==> config.mk <==
export PLATFORM = sky130hd
export DESIGN_NAME = cla_sub_pipe
export DESIGN_NICKNAME = d
export VERILOG_FILES = /design/src/rtl/cla_sub_pipe.sv
export SDC_FILE = /design/constraint.sdc
export NUM_CORES = 1
export LEC_CHECK = 0
export CELL_PAD_IN_SITES_DETAIL_PLACEMENT = 0
export CELL_PAD_IN_SITES_GLOBAL_PLACEMENT = 1
export CORE_UTILIZATION = 50
export CTS_BUF_LIST = sky130_fd_sc_hd__clkbuf_8
export DETAILED_ROUTE_END_ITERATION = 12
export DONT_BUFFER_PORTS = 1
export PLACE_DENSITY_LB_ADDON = 0.1
export SYNTH_ARGS = -nofsm -noshare
export SYNTH_HDL_FRONTEND = slang
export SYNTH_SLANG_ARGS = --single-unit
==> constraint.sdc <==
create_clock -name clk -period 3.4 [get_ports clk]
set_input_delay 0.17 -clock clk [delete_from_list [all_inputs] [get_ports clk]]
set_output_delay 0.17 -clock clk [all_outputs]
set_load 0.01 [all_outputs]
==> src/rtl/cla_sub_pipe.sv <==
// Pipelined add/subtract unit built from one 4-bit carry-look-ahead group per stage.
// Operand groups are skewed into their stage, result groups are deskewed to form a coherent beat.
module cla_sub_pipe #(
  parameter int WIDTH = 16
) (
  input  logic             clk,
  input  logic             rst,
  input  logic             in_valid,
  output logic             in_ready,
  input  logic [WIDTH-1:0] in_a,
  input  logic [WIDTH-1:0] in_b,
  input  logic             in_sub,
  output logic             out_valid,
  input  logic             out_ready,
  output logic [WIDTH-1:0] out_res,
  output logic             out_cb,
  output logic             out_ovf,
  output logic             out_zero
);

  localparam int STAGES = WIDTH / 4;

  if ((WIDTH % 4) != 0 || WIDTH < 8) begin : g_bad_width
    $error("cla_sub_pipe: WIDTH must be a multiple of 4 and at least 8");
  end

  typedef struct packed {
    logic [3:0] sum;
    logic       c4;
  } cla4_t;

  // Flat two-level look-ahead: every carry is a direct sum of products of g, p and c0.
  function automatic cla4_t cla4(input logic [3:0] a, input logic [3:0] b, input logic c0);
    logic [3:0] p;
    logic [3:0] g;
    logic [4:0] c;
    cla4_t      o;
    p    = a ^ b;
    g    = a & b;
    c[0] = c0;
    c[1] = g[0] | (p[0] & c0);
    c[2] = g[1] | (p[1] & g[0]) | (p[1] & p[0] & c0);
    c[3] = g[2] | (p[2] & g[1]) | (p[2] & p[1] & g[0]) | (p[2] & p[1] & p[0] & c0);
    c[4] = g[3] | (p[3] & g[2]) | (p[3] & p[2] & g[1]) | (p[3] & p[2] & p[1] & g[0])
         | (p[3] & p[2] & p[1] & p[0] & c0);
    o.sum = p ^ c[3:0];
    o.c4  = c[4];
    return o;
  endfunction

  logic             adv;
  logic [WIDTH-1:0] b_eff;

  // The whole pipe moves or holds as one; a full pipe still advances when the consumer takes a beat.
  assign adv      = !out_valid || out_ready;
  assign in_ready = adv;
  assign b_eff    = in_sub ? ~in_b : in_b;

  for (genvar k = 0; k < STAGES; k++) begin : stg
    localparam int RW = 4 * (k + 1);
    localparam int SW = WIDTH - RW;

    logic [3:0]    ga;
    logic [3:0]    gb;
    logic          cin;
    logic          v_in;
    logic          sub_in;
    logic [RW-1:0] r_in;
    cla4_t         cl;

    logic          v_q;
    logic          sub_q;
    logic          c4_q;
    logic [RW-1:0] r_q;

    if (k == 0) begin : g_src
      assign ga     = in_a[3:0];
      assign gb     = b_eff[3:0];
      assign cin    = in_sub;
      assign v_in   = in_valid;
      assign sub_in = in_sub;
      assign r_in   = cl.sum;
    end else begin : g_src
      assign ga     = stg[k-1].g_skew.a_q[3:0];
      assign gb     = stg[k-1].g_skew.b_q[3:0];
      assign cin    = stg[k-1].c4_q;
      assign v_in   = stg[k-1].v_q;
      assign sub_in = stg[k-1].sub_q;
      assign r_in   = {cl.sum, stg[k-1].r_q};
    end

    assign cl = cla4(ga, gb, cin);

    // NOTE: state is updated with non-blocking assignments so every stage samples its
    // predecessor's value from before the edge; blocking here would let a beat race through.
    always_ff @(posedge clk or posedge rst) begin
      if (rst) begin
        v_q   <= 1'b0;
        sub_q <= 1'b0;
        c4_q  <= 1'b0;
        r_q   <= '0;
      end else if (adv) begin
        v_q   <= v_in;
        sub_q <= sub_in;
        c4_q  <= cl.c4;
        r_q   <= r_in;
      end
    end

    // Operand groups not yet consumed ride along with the beat.
    if (k < STAGES - 1) begin : g_skew
      logic [SW-1:0] a_q;
      logic [SW-1:0] b_q;
      logic [SW-1:0] a_nx;
      logic [SW-1:0] b_nx;

      if (k == 0) begin : g_nx
        assign a_nx = in_a[WIDTH-1:4];
        assign b_nx = b_eff[WIDTH-1:4];
      end else begin : g_nx
        assign a_nx = stg[k-1].g_skew.a_q[SW+3:4];
        assign b_nx = stg[k-1].g_skew.b_q[SW+3:4];
      end

      always_ff @(posedge clk or posedge rst) begin
        if (rst) begin
          a_q <= '0;
          b_q <= '0;
        end else if (adv) begin
          a_q <= a_nx;
          b_q <= b_nx;
        end
      end
    end else begin : g_last
      // Carry into the sign bit is recovered as p3 ^ sum3, so overflow is c3 ^ c4.
      logic ovf_q;
      always_ff @(posedge clk or posedge rst) begin
        if (rst) begin
          ovf_q <= 1'b0;
        end else if (adv) begin
          ovf_q <= ga[3] ^ gb[3] ^ cl.sum[3] ^ cl.c4;
        end
      end
    end
  end

  assign out_valid = stg[STAGES-1].v_q;
  assign out_res   = stg[STAGES-1].r_q;
  assign out_cb    = stg[STAGES-1].c4_q ^ stg[STAGES-1].sub_q;
  assign out_ovf   = stg[STAGES-1].g_last.ovf_q;
  assign out_zero  = ~|out_res;

endmodule

# Word-level counts from Yosys, hierarchy flattened

Cells that the tools add are included.

Bits in registers: 101
Input port bits: 37
Output and inout port bits: 21
Word-level logic and storage cells: 149

Multiplexer cells: 1
Bitwise operators: 121
Reductions and logical operators: 4

Operators with widths:

| kind                | count |
|---|---|
| AND 1 bit           | 64 |
| OR 1 bit            | 40 |
| XOR 4 bit           | 8 |
| AND 4 bit           | 4 |
| two-way mux 16 bit  | 1 |
| NOT 16 bit          | 1 |
| OR reduction 16 bit | 1 |
| XOR 1 bit           | 4 |
| zero test 1 bit     | 2 |
| logical OR 1 bit    | 1 |

# Longest topological paths before layout

Gate-level depths: netlist of the first run.

Depth after elaboration: 8
Depth in mapped cells: 8

# Least setup slack after synthesis of the first run

OpenSTA, ideal clock, no wires.

Path type: input to register
From: input in_sub
To: register stg[0].c4_q
Setup time: 0.128 ns
Arrival time: 1.445 ns
Data required time: 3.272 ns
Setup slack: 1.826 ns
Cell stages on the path: 8
Cells stage by stage: buf_6 -> buf_6 -> xor2_1 -> ha_1 -> a211oi_2 -> o21bai_2 -> a21oi_1 -> a21oi_1

Longest elaborated chain between the ends: 7
Elaborated cells on any way between the ends: 14
Those cells by class: mux (1); bitwise (13)

Ends and longest elaborated chain:

| element                                              | RTL line | text |
|---|---|---|
| start: declaration                                   | 12       | `input logic in_sub,` |
| two-way mux 16 bit                                   | 57       | `assign b_eff = in_sub ? ~in_b : in_b;` |
| XOR 4 bit / AND 4 bit (equally long branches)        | 38, 39   |  |
| AND 1 bit (on tied branches)                         | 44, 45   |  |
| OR 1 bit, or another cell as far along (2 in series) | 44       | `c[4] = g[3] \| (p[3] & g[2]) \| (p[3] & p[2] & g[1]) \| (p[3] & p[2] & p[1] & g[0])` |
| OR 1 bit / AND 1 bit (equally long branches)         | 44, 45   |  |
| OR 1 bit *                                           | 45       | `\| (p[3] & p[2] & p[1] & p[0] & c0);` |
| end signal: assignment                               | 105      | `c4_q <= cl.c4;` |
| end: declaration                                     | 73       | `logic c4_q;` |

Mark *: on every way between the ends. The rest lies on a longest branch, timed or not.
A chain may end at the register's enable or synchronous reset.

# Final worst setup path of the first run

From: register stg[3].v_q (netlist: out_valid)
To: register stg[1].r_q[5]

Longest elaborated chain between the ends: 2

Ends and longest elaborated chain:

| element                  | RTL line | text |
|---|---|---|
| start: declaration       | 71       | `logic v_q;` |
| start signal: assignment | 103      | `v_q <= v_in;` |
| zero test 1 bit          | 55       | `assign adv = !out_valid \|\| out_ready;` |
| logical OR 1 bit         | 55       |  |
| end signal: assignment   | 106      | `r_q <= r_in;` |
| end: declaration         | 74       | `logic [RW-1:0] r_q;` |

Every way passes these cells.

==> flow_results.xml, run 1 <==
<?xml version="1.0" encoding="UTF-8"?>
<metrics>
  <group name="global_route">
    <metric name="grt_pass1_vias" unit="">3072</metric>
    <metric name="antenna_found_initial" unit="">0</metric>
    <metric name="grt_pass1_wl" unit="um">14080</metric>
    <metric name="grt.overflow.total" unit="">0</metric>
    <metric name="grt_start_max_net_pins" unit="">117</metric>
    <metric name="gr-usage-all-layers" unit="">0.1851</metric>
  </group>
  <group name="power">
    <metric name="p_int" unit="mW">2.714</metric>
    <metric name="seqPwrFrac" unit="">0.492</metric>
    <metric name="power_switching_share" unit="">0.3751</metric>
    <metric name="vdd_drop_max" unit="mV">0.3285</metric>
    <metric name="total_switching_power" unit="mW">1.629</metric>
    <metric name="static_leak" unit="nW">2.471</metric>
    <metric name="pwr-share-clk" unit="">0.168</metric>
    <metric name="power_density" unit="mW/mm^2">871.1</metric>
    <metric name="pwr-share-comb" unit="">0.339</metric>
  </group>
  <group name="finish">
    <metric name="diodes" unit="">0</metric>
    <metric name="nFillCells" unit="">838</metric>
    <metric name="stdcell_area" unit="mm^2">0.004985</metric>
    <metric name="area_occupied_by_multi_input_gates" unit="mm^2">0.001832</metric>
    <metric name="sequential_cell_area" unit="mm^2">0.002527</metric>
    <metric name="fraction_of_final_layout_cells_sized_beyond_drive_strength_1" unit="">0.05812</metric>
    <metric name="layout.nets" unit="">552</metric>
    <metric name="area_growth_syn_to_layout" unit="%">9.934</metric>
  </group>
  <group name="placement">
    <metric name="dpl_cell_area" unit="mm^2">0.004547</metric>
    <metric name="hpwl" unit="um">5185</metric>
    <metric name="port-buffer-count" unit="">0</metric>
    <metric name="place_congestion" unit="">0.7476</metric>
    <metric name="place_worst_setup_slack" unit="ns">1.557</metric>
  </group>
  <group name="logic_synthesis">
    <metric name="ys_warn_count" unit="">0</metric>
    <metric name="yosys.area.top_type" unit="">sky130_fd_sc_hd__dfrtp_1</metric>
    <metric name="postSynthRegisterBits" unit="">101</metric>
    <metric name="distinct_cell_type_count_of_the_synthesized_netlist" unit="">26</metric>
    <metric name="syn-mean-instance-area" unit="um^2">9.447</metric>
    <metric name="synth_nets" unit="">536</metric>
    <metric name="synth_top_cells_by_area" unit="">sky130_fd_sc_hd__dfrtp_1 (56%), sky130_fd_sc_hd__nand2_1 (19%), sky130_fd_sc_hd__ha_1 (4.4%), sky130_fd_sc_hd__xnor2_1 (3.9%), sky130_fd_sc_hd__o21ai_0 (2.0%)</metric>
    <metric name="synth-seq-area-share" unit="">0.5574</metric>
    <metric name="synth.top_cell.area_share" unit="">0.5574</metric>
    <metric name="synthCells" unit="">480</metric>
    <metric name="mappedNetlistArea" unit="mm^2">0.004534</metric>
  </group>
  <group name="critical_path">
    <metric name="worst_setup_path_end_kind" unit="">flop</metric>
    <metric name="worstPathCellList" unit="">nor2b_4 &gt; buf_4 &gt; o21ai_0</metric>
    <metric name="worstSetupPathType" unit="">reg -&gt; reg</metric>
    <metric name="crit_slowest_cell" unit="">sky130_fd_sc_hd__buf_4</metric>
    <metric name="startpoint_type" unit="">flop</metric>
    <metric name="worstPathMaxFanout" unit="">116</metric>
    <metric name="critical_path.n_buffers_inverters" unit="">1</metric>
    <metric name="worst_path_largest_cell_delay" unit="ns">0.83</metric>
    <metric name="cp_top_family" unit="">buffers and inverters</metric>
    <metric name="required" unit="ns">3.59</metric>
    <metric name="critPathArrivalTime" unit="ns">2.07</metric>
  </group>
  <group name="floorplan">
    <metric name="floorplan.rows" unit="">34</metric>
    <metric name="initial_utilization" unit="">0.5174</metric>
    <metric name="floorplan.die.width" unit="um">97.23</metric>
    <metric name="die-height" unit="um">97.23</metric>
    <metric name="design.die.area" unit="mm^2">0.009454</metric>
    <metric name="ioPinCount" unit="">58</metric>
    <metric name="core_region_area" unit="mm^2">0.008763</metric>
  </group>
  <group name="detailed_routing">
    <metric name="iteration_count_of_the_initial_detailed_routing_pass" unit="">4</metric>
    <metric name="initialDrtViolationCount" unit="">129</metric>
    <metric name="vias_per_cell" unit="">5.025</metric>
    <metric name="drt_wl_total" unit="um">8115</metric>
    <metric name="drcViolationCount" unit="">0</metric>
    <metric name="post_drt_wl_per_cell" unit="um">13.37</metric>
    <metric name="antenna_violation_net_count_after_detailed_routing" unit="">0</metric>
    <metric name="total_via_count_in_the_routed_design" unit="">3050</metric>
  </group>
  <group name="clock_network">
    <metric name="cts.path.max_buffers" unit="">2</metric>
    <metric name="clk_latency" unit="ns">0.35</metric>
    <metric name="post-cts-setup-buffer-count" unit="">0</metric>
    <metric name="clock_tree_from_tritoncts" unit="">yes</metric>
    <metric name="cts_inserted_buffers" unit="">9</metric>
    <metric name="cts-resized-gates" unit="">0</metric>
    <metric name="post_cts_hold_buffer_count" unit="">25</metric>
    <metric name="cts_max_level" unit="">3</metric>
    <metric name="clk_root_buffer_cell" unit="">sky130_fd_sc_hd__clkbuf_8</metric>
    <metric name="clk_pin_slew" unit="ns">0.09</metric>
    <metric name="numClockSinks" unit="">101</metric>
  </group>
  <group name="timing">
    <metric name="worst_slew_margin_rel" unit="">0.2706</metric>
    <metric name="fin_setup_tns" unit="ns">0</metric>
    <metric name="grt_setup_unrepaired" unit="">false</metric>
    <metric name="layout_min_cycle_time" unit="ns">1.881</metric>
    <metric name="finalSetupViolCount" unit="">0</metric>
    <metric name="final_critical_path_setup_slack" unit="ns">1.519</metric>
    <metric name="fin_crit_sh" unit="">0.5532</metric>
    <metric name="worst_clock_skew" unit="ns">0.01075</metric>
    <metric name="number_of_max_slew_violations_in_the_final_report" unit="">0</metric>
    <metric name="clock.fmax" unit="MHz">531.7</metric>
    <metric name="worstMarginPinSlew" unit="ns">1.094</metric>
    <metric name="final.hold.worst_slack" unit="ns">0.01197</metric>
    <metric name="timing_hold_violations_final" unit="">0</metric>
  </group>
  <group name="status">
    <metric name="outcome" unit="">finished clean</metric>
  </group>
  <group name="flow_run">
    <metric name="max_cap_viol_count" unit="">0</metric>
  </group>
  <group name="hold_path">
    <metric name="hold_path_class" unit="">in -&gt; reg</metric>
  </group>
</metrics>
==> cells in the final DEF, fill, tap and decap left out, types with 9 or more instances in the layout <==
cell type                       Yosys  layout
sky130_fd_sc_hd__nand2_1          235     235
sky130_fd_sc_hd__a21oi_1            9       9
sky130_fd_sc_hd__ha_1              16      16
sky130_fd_sc_hd__xnor2_1           20      20
sky130_fd_sc_hd__dfrtp_1          101     101
sky130_fd_sc_hd__o21ai_1           15      15
sky130_fd_sc_hd__dlygate4sd3_1      0      25
sky130_fd_sc_hd__clkbuf_8           0      10
sky130_fd_sc_hd__o21ai_0           18      18
==> synthesized netlist by cell type (all sizes together) <==
| cell | instances |
|---|---|
| dfrtp | 101 |
| ha | 16 |
| xor2 | 6 |
| nor2b | 1 |
| and4 | 1 |
| a21oi | 9 |
| nand2 | 235 |
| nor4 | 4 |
| buf | 21 |
| clkbuf | 3 |
| mux2i | 2 |
| a21o | 4 |
| nand2b | 1 |
| o21ai | 33 |
| xnor2 | 20 |
| inv | 2 |
| o21bai | 4 |
| fa | 3 |
| a211oi | 8 |
| nor2 | 6 |
==> registers in the layout (all words and copies together), names as in the netlist, 3 cells and up <==
| register | flops |
|---|---|
| stg.v_q | 3 |
| stg.c4_q | 4 |
| stg.g_skew.a_q | 24 |
| stg.sub_q | 4 |
| out_res | 16 |
| stg.r_q | 24 |
| stg.g_skew.b_q | 24 |
==> stage by stage <==
stage | util | std cells | power (mW)
3_5_place_dp | 0.5188 | 568 | 3.631
5_1_grt | 0.5688 | 607 | 4.736
4_1_cts | 0.5688 | 607 | 4.399
2_1_floorplan | - | 480 | 3.323
3_3_place_gp | 0.5188 | 568 | 3.571
6_report | 0.5688 | 607 | 4.342
==> layer usage <==
layer	part of all wire	global-route usage	wire length, um
met5	0	0	0
met4	0.013	0.06109	102
met3	0.031	0.03094	252
met2	0.45	0.2931	3670
met1	0.50	0.2612	4091
==> cells by family after synthesis <==
family                     after synthesis  share of synthesized area
DFF                                    101                     0.5574
adders and majority gates               19                    0.05740
muxes                                    2                   0.004415
and+or+nand+nor                        248                     0.2103
AOI/OAI and AO/OA                       58                    0.08057
xor gates and xnor gates                26                    0.05022
buffers and inverters                   26                    0.03973
==> cell type report <==
type                    count  area share
clock buffers              10     0.02761
clock inverters             4     0.01004
inverters                   2    0.002008
multi-input cells         353      0.3675
flip-flops and latches    101      0.5070
well taps                 108     0.02711
repair buffers             29     0.05873
==> final timing paths <==
path	depth (start not counted)	from	slack [ns]	end
setup / recovery	3	out_valid	1.52	stg[1].r_q[5]
hold / removal	2	in_b[11]	0.01	stg[0].g_skew.b_q[7]
setup reg to reg	3	out_valid	1.52	stg[1].r_q[5]
hold reg to reg	2	stg[2].v_q	0.46	stg[2].v_q
max in group asynchronous	3	rst	2.23	stg[1].r_q[1]
min in group asynchronous	2	rst	0.36	out_res[7]
==> power by group through the flow <==
stage          logic (mW)  clock network [mW]  registers [mW]
2_1_floorplan        1.26                   0            2.06
3_3_place_gp         1.42                   0            2.16
3_5_place_dp         1.46                   0            2.17
4_1_cts              1.49               0.763            2.14
5_1_grt              1.72               0.803            2.21
6_report             1.47               0.731            2.14
(Power assumes the default switching activity.)
==> run 2: changes to the inputs <==
- clock period: 3.4 -> 1.8 ns (I/O delays scaled with it)
==> flow_results.xml, run 2 (same netlist as run 1, synthesis figures left out) <==
<?xml version="1.0" encoding="UTF-8"?>
<metrics>
  <group name="status">
    <metric name="outcome" unit="">finished clean</metric>
  </group>
  <group name="floorplan">
    <metric name="floorplan.die.width" unit="um">97.23</metric>
    <metric name="core_region_area" unit="mm^2">0.008763</metric>
    <metric name="design.die.area" unit="mm^2">0.009454</metric>
    <metric name="ioPinCount" unit="">58</metric>
    <metric name="die-height" unit="um">97.23</metric>
    <metric name="floorplan.rows" unit="">34</metric>
    <metric name="initial_utilization" unit="">0.5174</metric>
  </group>
  <group name="timing">
    <metric name="fin_crit_sh" unit="">0.9022</metric>
    <metric name="worst_slew_margin_rel" unit="">0.4655</metric>
    <metric name="finalSetupViolCount" unit="">0</metric>
    <metric name="worstMarginPinSlew" unit="ns">0.8017</metric>
    <metric name="number_of_max_slew_violations_in_the_final_report" unit="">0</metric>
    <metric name="fin_setup_tns" unit="ns">0</metric>
    <metric name="worst_clock_skew" unit="ns">0.01276</metric>
    <metric name="final_critical_path_setup_slack" unit="ns">0.1761</metric>
    <metric name="layout_min_cycle_time" unit="ns">1.624</metric>
    <metric name="grt_setup_unrepaired" unit="">false</metric>
    <metric name="timing_hold_violations_final" unit="">0</metric>
    <metric name="clock.fmax" unit="MHz">615.8</metric>
  </group>
  <group name="finish">
    <metric name="layout.nets" unit="">558</metric>
    <metric name="fraction_of_final_layout_cells_sized_beyond_drive_strength_1" unit="">0.06706</metric>
    <metric name="instances_no_fill" unit="">615</metric>
    <metric name="top_registers" unit="">stg.g_skew.a_q (24), stg.g_skew.b_q (24), stg.r_q (24)</metric>
    <metric name="layout.cells.most_common_list" unit="">sky130_fd_sc_hd__nand2_1 (235), sky130_fd_sc_hd__dfrtp_1 (101), sky130_fd_sc_hd__dlygate4sd3_1 (27)</metric>
    <metric name="diodes" unit="">0</metric>
    <metric name="area_growth_syn_to_layout" unit="%">12.91</metric>
    <metric name="mostFrequentLayoutCell" unit="">sky130_fd_sc_hd__nand2_1</metric>
  </group>
  <group name="placement">
    <metric name="place_worst_setup_slack" unit="ns">0.2791</metric>
    <metric name="port-buffer-count" unit="">0</metric>
    <metric name="place_congestion" unit="">0.7363</metric>
    <metric name="placed_cells" unit="">571</metric>
    <metric name="hpwl" unit="um">5263</metric>
  </group>
  <group name="critical_path">
    <metric name="required" unit="ns">1.71</metric>
    <metric name="worst_setup_path_end_kind" unit="">output port</metric>
    <metric name="worstPathMaxFanout" unit="">69</metric>
    <metric name="worstSetupPathType" unit="">reg -&gt; out</metric>
    <metric name="startpoint_type" unit="">flop</metric>
    <metric name="critPathArrivalTime" unit="ns">1.53</metric>
  </group>
  <group name="clock_network">
    <metric name="cts_inserted_buffers" unit="">9</metric>
    <metric name="clock_tree_from_tritoncts" unit="">yes</metric>
    <metric name="clk_root_buffer_cell" unit="">sky130_fd_sc_hd__clkbuf_8</metric>
    <metric name="cts_max_level" unit="">3</metric>
    <metric name="clk_pin_slew" unit="ns">0.09</metric>
    <metric name="numClockSinks" unit="">101</metric>
    <metric name="cts.path.max_buffers" unit="">2</metric>
    <metric name="clk_latency" unit="ns">0.35</metric>
  </group>
  <group name="detailed_routing">
    <metric name="iteration_count_of_the_initial_detailed_routing_pass" unit="">4</metric>
    <metric name="drt_wl_total" unit="um">7961</metric>
    <metric name="drcViolationCount" unit="">0</metric>
    <metric name="vias_per_cell" unit="">4.907</metric>
    <metric name="total_via_count_in_the_routed_design" unit="">3018</metric>
    <metric name="post_drt_wl_per_cell" unit="um">12.94</metric>
    <metric name="initialDrtViolationCount" unit="">122</metric>
    <metric name="antenna_violation_net_count_after_detailed_routing" unit="">0</metric>
  </group>
  <group name="global_route">
    <metric name="grt_start_max_net_pins" unit="">76</metric>
    <metric name="gr-usage-all-layers" unit="">0.1866</metric>
    <metric name="grt_pass1_wl" unit="um">14190</metric>
    <metric name="antenna_found_initial" unit="">0</metric>
    <metric name="grt.overflow.total" unit="">0</metric>
    <metric name="grt_pass1_vias" unit="">3018</metric>
  </group>
  <group name="flow_run">
    <metric name="max_cap_viol_count" unit="">0</metric>
  </group>
  <group name="power">
    <metric name="static_leak" unit="nW">2.542</metric>
    <metric name="power_density" unit="mW/mm^2">1662</metric>
    <metric name="vdd_drop_max" unit="mV">0.5718</metric>
  </group>
  <group name="hold_path">
    <metric name="hold_path_class" unit="">in -&gt; reg</metric>
  </group>
</metrics>
==> run 2: changes by cell type in the layout (fill, tap and decap cells not counted) <==
cell	before	now
sky130_fd_sc_hd__dlygate4sd3_1	25	27
sky130_fd_sc_hd__bufinv_16	1	2
sky130_fd_sc_hd__dlymetal6s4s_1	0	1
sky130_fd_sc_hd__buf_12	1	4
sky130_fd_sc_hd__inv_6	0	3
sky130_fd_sc_hd__clkinvlp_4	2	1
sky130_fd_sc_hd__inv_4	1	0
==> run 2: final timing paths <==
check / startpoint / end / slack [ns] / cells after the start
max: out_valid / in_ready / 0.18 / 4
min: in_sub / stg[0].r_q[2] / 0.04 / 3
max reg2reg: stg[2].g_skew.a_q[0] / stg[3].c4_q / 0.28 / 5
min reg2reg: stg[1].sub_q / stg[2].sub_q / 0.47 / 2
max in group asynchronous: rst / stg[1].c4_q / 0.88 / 3
min in group asynchronous: rst / out_res[5] / 0.24 / 2
==> run 2: layout make-up <==
class / count / area, um^2
tap: 108 / 135.1
clock inverter: 6 / 91.34
sequential: 101 / 2527
clock buffer: 10 / 137.6
fill: 804 / 3643
inverter: 2 / 11.26
multi-input combinational: 353 / 1832
timing repair buffer: 35 / 385.4
==> run 2: metal layers <==
layer | up-vias | part of all wire | global-route usage | wire (um)
li1 | 1572 | - | - | -
met1 | 1395 | 0.50 | 0.2648 | 4020
met2 | 45 | 0.45 | 0.2887 | 3615
met3 | 6 | 0.031 | 0.04460 | 249
met4 | 0 | 0.0094 | 0.05090 | 75
met5 | - | 0 | 0 | 0
==> run 2: critical path, stage by stage (launching register included) <==
cell and delay (ns):
sky130_fd_sc_hd__dfrtp_1 0.41, sky130_fd_sc_hd__nor2b_4 0.28, sky130_fd_sc_hd__inv_2 0.09, sky130_fd_sc_hd__buf_12 0.20, sky130_fd_sc_hd__buf_4 0.18
==> run 2: timing repair <==
| item | in CTS | in global routing |
|---|---|---|
| hold buffers | 28 | 0 |
| buffers inserted | 0 | 0 |
| endpoints found under the setup margin | 0 | 1 |
| endpoints found under the hold margin | 48 | 0 |
| gates resized for setup | 0 | 1 |
==> run 2: where the power goes <==
group | internal [mW] | total [mW] | switching, mW
registers | 3.27 | 4.04 | 0.763
logic | 1.26 | 2.86 | 1.59
clock network | 0.834 | 1.62 | 0.782
==> run 2: stage by stage <==
step	hold WS, ns	util	cell area (um^2)	total power [mW]
floorplan	0.2025	-	4538	6.277
global placement	0.02594	0.5258	4608	6.821
detailed placement	0.02899	0.5258	4608	6.930
CTS	0.02681	0.5840	5117	8.626
global route	0.03195	0.5842	5120	9.286
finish	0.04444	0.5842	5120	8.507
